<file path="src/rtl/smg_pkg.sv">
// Shared definitions for the 7-segment scan driver: FSM state encodings,
// the active-high "all segments off" constant and the hex segment table.
package smg_pkg;

    localparam logic [1:0] ST_LOAD   = 2'd0;
    localparam logic [1:0] ST_ENCODE = 2'd1;
    localparam logic [1:0] ST_ON     = 2'd2;
    localparam logic [1:0] ST_OFF    = 2'd3;

    localparam logic [7:0] SEG_OFF   = 8'h00;

    // Active-high {g,f,e,d,c,b,a} pattern for one hex nibble.
    function automatic logic [6:0] smg_hex2seg(input logic [3:0] nibble);
        logic [6:0] seg;
        case (nibble)
            4'h0: seg = 7'h3F;
            4'h1: seg = 7'h06;
            4'h2: seg = 7'h5B;
            4'h3: seg = 7'h4F;
            4'h4: seg = 7'h66;
            4'h5: seg = 7'h6D;
            4'h6: seg = 7'h7D;
            4'h7: seg = 7'h07;
            4'h8: seg = 7'h7F;
            4'h9: seg = 7'h6F;
            4'hA: seg = 7'h77;
            4'hB: seg = 7'h7C;
            4'hC: seg = 7'h39;
            4'hD: seg = 7'h5E;
            4'hE: seg = 7'h79;
            default: seg = 7'h71;
        endcase
        return seg;
    endfunction

endpackage

</file>
<file path="src/rtl/smg_hex_encoder.sv">
// Combinational nibble + decimal point -> active-high {dp,g,f,e,d,c,b,a}.
module smg_hex_encoder
    import smg_pkg::*;
(
    input  logic [3:0] nibble,
    input  logic       dp,
    output logic [7:0] pattern
);

    assign pattern = {dp, smg_hex2seg(nibble)};

endmodule

</file>
<file path="src/rtl/smg_scan_ctrl.sv">
// Time-multiplexed 7-segment scan driver with brightness PWM, ghost blanking
// between digits and a frame-coherent input snapshot.
// Optional build macro SMG_LZ_SUPPRESS_EN: leading zero digits are darkened
// (segments a-g off, decimal point still honoured, digit 0 never suppressed).
//
// state     | meaning
// ST_LOAD   | one cycle: sample bright; at digit 0 also snapshot the inputs
// ST_ENCODE | one cycle: nibble -> segment pattern into the output register
// ST_ON     | 16 brightness sub-steps of SUB_CYCLES each; digit lit while step <= bright
// ST_OFF    | BLANK_CYCLES with everything dark to stop ghosting into the next digit
module smg_scan_ctrl
    import smg_pkg::*;
#(
    parameter int DIGITS       = 6,
    parameter int SUB_CYCLES   = 3000,
    parameter int BLANK_CYCLES = 2000,
    parameter bit SEG_ACT_LOW  = 1'b1,
    parameter bit SCAN_ACT_LOW = 1'b1
) (
    input  logic                  CLK,
    input  logic                  RST,
    input  logic [4*DIGITS-1:0]   number_sig,
    input  logic [DIGITS-1:0]     dp_sig,
    input  logic [DIGITS-1:0]     blank_sig,
    input  logic [3:0]            bright,
    output logic [7:0]            smg_data,
    output logic [DIGITS-1:0]     scan_sig,
    output logic                  frame_done
);

    localparam int CNT_MAX = (SUB_CYCLES > BLANK_CYCLES) ? SUB_CYCLES : BLANK_CYCLES;
    localparam int CW      = (CNT_MAX > 1) ? $clog2(CNT_MAX) : 1;
    localparam int DW      = (DIGITS > 1) ? $clog2(DIGITS) : 1;

    localparam logic [CW-1:0]     SUB_LAST   = CW'(SUB_CYCLES - 1);
    localparam logic [CW-1:0]     BLANK_LAST = CW'(BLANK_CYCLES - 1);
    localparam logic [DW-1:0]     DIGIT_LAST = DW'(DIGITS - 1);
    localparam logic [7:0]        SEG_POL    = {8{SEG_ACT_LOW}};
    localparam logic [DIGITS-1:0] SCAN_POL   = {DIGITS{SCAN_ACT_LOW}};
    localparam logic [DIGITS-1:0] SCAN_ONE   = DIGITS'(1);

    logic [1:0]          state_q, state_nxt;
    logic [CW-1:0]       cnt_q, cnt_nxt;
    logic [3:0]          step_q, step_nxt;
    logic [DW-1:0]       digit_q, digit_nxt;
    logic [4*DIGITS-1:0] number_q;
    logic [DIGITS-1:0]   dp_q;
    logic [DIGITS-1:0]   blank_q;
    logic [3:0]          bright_q;
    logic [DIGITS-1:0]   lz_mask;
    logic [7:0]          enc_pat;
    logic [7:0]          seg_nxt;
    logic [DIGITS-1:0]   scan_nxt;
    logic                blank_cur;

    assign blank_cur = blank_q[digit_q];

    smg_hex_encoder u_enc (
        .nibble  (number_q[{digit_q, 2'b00} +: 4]),
        .dp      (dp_q[digit_q]),
        .pattern (enc_pat)
    );

    // Leading-zero mask from the frame snapshot, scanned from the top digit down.
    always_comb begin
        lz_mask = '0;
`ifdef SMG_LZ_SUPPRESS_EN
        begin
            logic seen;
            seen = 1'b0;
            for (int i = DIGITS - 1; i > 0; i--) begin
                if (number_q[i*4 +: 4] != 4'h0) seen = 1'b1;
                if (!seen) lz_mask[i] = 1'b1;
            end
        end
`endif
    end

    // State register, slot counters, per-slot brightness and frame snapshot.
    always_ff @(posedge CLK or posedge RST) begin
        if (RST) begin
            state_q  <= ST_LOAD;
            cnt_q    <= '0;
            step_q   <= '0;
            digit_q  <= '0;
            number_q <= '0;
            dp_q     <= '0;
            blank_q  <= '0;
            bright_q <= '0;
        end else begin
            state_q <= state_nxt;
            cnt_q   <= cnt_nxt;
            step_q  <= step_nxt;
            digit_q <= digit_nxt;
            if (state_q == ST_LOAD) begin
                bright_q <= bright;
                if (digit_q == '0) begin
                    number_q <= number_sig;
                    dp_q     <= dp_sig;
                    blank_q  <= blank_sig;
                end
            end
        end
    end

    // Next-state and counter sequencing for one digit slot.
    always_comb begin
        state_nxt = state_q;
        cnt_nxt   = cnt_q;
        step_nxt  = step_q;
        digit_nxt = digit_q;
        case (state_q)
            ST_LOAD: state_nxt = ST_ENCODE;
            ST_ENCODE: begin
                state_nxt = ST_ON;
                cnt_nxt   = '0;
                step_nxt  = '0;
            end
            ST_ON: begin
                if (cnt_q == SUB_LAST) begin
                    cnt_nxt = '0;
                    if (step_q == 4'hF) state_nxt = ST_OFF;
                    else                step_nxt  = step_q + 4'd1;
                end else begin
                    cnt_nxt = cnt_q + CW'(1);
                end
            end
            default: begin
                if (cnt_q == BLANK_LAST) begin
                    cnt_nxt   = '0;
                    state_nxt = ST_LOAD;
                    digit_nxt = (digit_q == DIGIT_LAST) ? '0 : digit_q + DW'(1);
                end else begin
                    cnt_nxt = cnt_q + CW'(1);
                end
            end
        endcase
    end

    // Output decode: values for the coming cycle, so the output registers line up with the state.
    always_comb begin
        seg_nxt    = SEG_OFF;
        scan_nxt   = '0;
        frame_done = (state_q == ST_OFF) && (cnt_q == BLANK_LAST) && (digit_q == DIGIT_LAST);
        if (state_nxt == ST_ON && !blank_cur) begin
            if (state_q == ST_ENCODE)
                seg_nxt = lz_mask[digit_q] ? {enc_pat[7], 7'b0} : enc_pat;
            else
                seg_nxt = smg_data ^ SEG_POL;
            if (step_nxt <= bright_q)
                scan_nxt = SCAN_ONE << digit_q;
        end
    end

    // Output registers with board polarity applied.
    always_ff @(posedge CLK or posedge RST) begin
        if (RST) begin
            smg_data <= SEG_OFF ^ SEG_POL;
            scan_sig <= SCAN_POL;
        end else begin
            smg_data <= seg_nxt ^ SEG_POL;
            scan_sig <= scan_nxt ^ SCAN_POL;
        end
    end

endmodule

</file>
<file path="config.mk">
export PLATFORM = sky130hd
export DESIGN_NAME = smg_scan_ctrl
export DESIGN_NICKNAME = d
export VERILOG_FILES = /design/src/rtl/smg_pkg.sv /design/src/rtl/smg_hex_encoder.sv /design/src/rtl/smg_scan_ctrl.sv
export SDC_FILE = /design/constraint.sdc
export NUM_CORES = 1
export LEC_CHECK = 0
export BUFFER_PORTS_ARGS = -buffer_cell sky130_fd_sc_hd__buf_2
export CAP_MARGIN = 10
export CORE_ASPECT_RATIO = 1.2
export CORE_MARGIN = 4
export CORE_UTILIZATION = 51
export CTS_CLUSTER_SIZE = 20
export DETAILED_ROUTE_END_ITERATION = 8
export PLACE_DENSITY = 0.72
export SYNTH_ARGS = -nofsm -noshare
export SYNTH_HDL_FRONTEND = slang
export SYNTH_SLANG_ARGS = --single-unit
</file>
<file path="constraint.sdc">
create_clock -name CLK -period 7.2 [get_ports CLK]
set_input_delay 0.72 -clock CLK [delete_from_list [all_inputs] [get_ports CLK]]
set_output_delay 0.72 -clock CLK [all_outputs]
set_load 0.02 [all_outputs]
</file>
==> results.yml <==
critical_path:
  required_ns: 7.45
  path_max_fanout: 7
  path_class: "reg -> reg"
  cp-end-kind: "flip-flop"
  cp-start-kind: "flip-flop"
  arrival_ns: 3.97
synthesis:
  synth.area.top_cells: "dfrtp_1 39%, mux2_2 11%, dfstp_2 9.5%"
  ys_ff_latch: 75
  yosys_warnings: 0
  synthesis.nets: 404
  ys.flop_type: "dfrtp_1"
  synth_area_mm2: 0.00388
  syn_inst: 345
  postSynthAreaPerCell_um2: 11.2
  yosys.area.top_type: "dfrtp_1"
  synth_edf_count: 0
  synth_cell_types: 60
  synth_top_area_share_pct: 39.3
  ys_seq_area_share_pct: 48.8
  ys_async_sr_fraction_pct: 100
drt:
  wl_met1_um: 3360
  vias: 2848
  dr.pass1.iters: 4
  routedWlPerCell_um: 15.9
  drtIter0Drc: 153
  ant_nets: 0
  remaining_drc_errors: 0
  wl_met3_um: 370
  routed_via_density: 5.75
  routed_wl_um: 7880
  top_layer: "met4"
  met2_length_um: 3940
cts:
  insertion_delay_ns: 0.35
  cts_root_buf: "clkbuf_8"
  clockBufferDepth: 2
  numCtsBuffers: 9
  ctsResizeCount: 0
  cts_max_level: 3
  cts_tree: "yes"
  path_clk_slew_ns: 0.08
  cts_setup_buffers: 0
  postCtsHoldBufs: 0
  clock-sinks: 75
timing:
  slew_violations: 0
  fmax_mhz: 269
  period_share_pct: 51.7
  worst_pin_slew_ns: 0.937
  rsz0062_at_grt: "false"
  skew_ns: 0.0122
  period_needed_ns: 3.72
  hold_viol: 0
  slew-limit-headroom_pct: 37.5
  finalSetupViolations: 0
  finalSetupTns_ns: 0
power:
  pwr-share-seq_pct: 53.7
  swShare_pct: 23.1
  clkPwrFrac_pct: 40.1
  p_switching_uw: 189
  leakage_uw: 0.00195
  p_int_uw: 628
  peakVddDrop_v: 0.000132
  combPwrFrac_pct: 6.2
  pwr_density_cell_mw_per_mm2: 184
final_layout:
  final_cell_area_mm2: 0.00443
  antenna_cells: 0
  multi_input_area_mm2: 0.00187
  fin_cells: 495
  areaGrowthSynthToFinish_pct: 14.2
  fillCellCount: 628
  nets: 459
  drive_gt1_share_pct: 33.6
  seq_area_mm2: 0.00189
placed_design:
  place_area_mm2: 0.00423
  place_hpwl_um: 5730
  gp_congestion: 0.910
  dp_cells: 479
  portBuffers: 56
global_route:
  grt_max_degree: 76
  grt_pass1_wl_um: 13700
  track_usage_pct: 19.0
  grt-ovfl-total: 0
  antenna_found_initial: 0
  grt_pass1_vias: 2859
floorplanning:
  io_pins: 57
  fp.coreArea_mm2: 0.00732
  dieHeight_um: 104
  dieArea_mm2: 0.00908
  dieWidth_um: 87.6
  rows: 34
  start_util_pct: 53.0
worst_hold_path:
  hp-class: "reg -> reg"
run_status:
  outcome: "complete, no violations"
flow_run:
  maxCapViolCount: 0
[worst paths after layout]
check                          endpoint  depth (start not counted)  slack, ns         start
max                         scan_sig[4]                         11       3.48      cnt_q[3]
min                        number_q[15]                          1       0.51  number_q[15]
max reg2reg                 scan_sig[4]                         11       3.48      cnt_q[3]
min reg2reg                number_q[15]                          1       0.51  number_q[15]
max in group asynchronous   number_q[9]                          3       5.94           RST
min in group asynchronous       dp_q[3]                          3       0.63           RST
[cell usage in the layout (no fill, tap or decap), types with 6 or more instances in the layout]
cell	Yosys	final
a21oi_1	7	7
buf_2	2	56
clkbuf_8	0	10
dfrtp_1	61	61
dfstp_2	14	14
ha_1	17	17
inv_1	14	13
mux2_2	39	39
mux2i_1	14	14
nand2_1	20	20
nand3_1	18	18
nand4_1	6	6
nor2_1	27	27
nor3_1	9	9
o21ai_0	9	9
xor2_1	6	6
[critical path: stages (launching register included)]
cell     delay [ns]
dfrtp_1        0.44
or4b_1         0.56
nor4_1         0.62
nand3_1        0.27
mux2i_1        0.22
nor2_1         0.08
ha_1           0.30
nor2b_1        0.13
o21a_1         0.16
o21a_1         0.16
o21ai_0        0.53
nand4_1        0.18
[synth_stat cells (all sizes together) (7+ instances only)]
library cell	n
a21oi	7
clkbuf	10
dfrtp	61
dfstp	14
ha	17
inv	14
mux2	39
mux2i	14
nand2	20
nand3	18
nor2	27
nor3	9
o21ai	10
[power groups by stage]
| stage | sequential (µW) | combinational (µW) | clock (µW) |
|---|---|---|---|
| finish | 439 | 50.8 | 328 |
| global route | 441 | 57.4 | 356 |
| CTS | 439 | 51.8 | 336 |
| detailed placement | 447 | 51.7 | 0 |
| global placement | 446 | 50.3 | 0 |
| floorplan | 445 | 31.8 | 0 |
[state kept, by name, indices dropped and copies added (netlist names)]
register and cells:
number_q 24, digit_q 3, bright_q 4, cnt_q 12, smg_data 8, step_q 4, state_q 2, blank_q 6
scan_sig 6, dp_q 6
[per-stage QoR]
step / total power [µW] / setup WS (ns) / hold WS, ns / utilization (%)
3_3_place_gp: 496 / 3.56 / 0.487 / 57.8
6_report: 818 / 3.48 / 0.511 / 60.6
2_1_floorplan: 477 / 3.95 / 0.475 / -
3_5_place_dp: 498 / 3.49 / 0.494 / 57.8
5_1_grt: 854 / 3.21 / 0.522 / 60.6
4_1_cts: 826 / 3.47 / 0.513 / 60.6
[kinds of logic (layout without fill, tap and decap cells)]
| kind of cell | after synthesis | in the layout | share of synthesized area [%] |
|---|---|---|---|
| fa+ha+maj | 17 | 17 | 5.48 |
| simple gates | 105 | 105 | 13.4 |
| flops | 75 | 75 | 48.8 |
| mux | 56 | 56 | 16.7 |
| buf+inv | 29 | 89 | 3.06 |
| compound gates | 55 | 55 | 10.8 |
| xor+xnor | 8 | 8 | 1.81 |
[per-layer routing]
metal	vias up	global-route usage [%]
met5	-	0
met4	0	7.57
met3	22	3.49
met2	82	30.7
met1	1371	25.0
li1	1373	-
[final cells by class]
class                      count  share of cell area (%)
sequential                    75                    42.7
multi-input combinational    241                    42.1
timing repair buffer          59                    6.83
clock buffer                  11                    3.19
tap                           90                    2.54
clock inverter                 5                    1.38
inverter                      14                    1.19
Power figures use the tool's default switching activity.
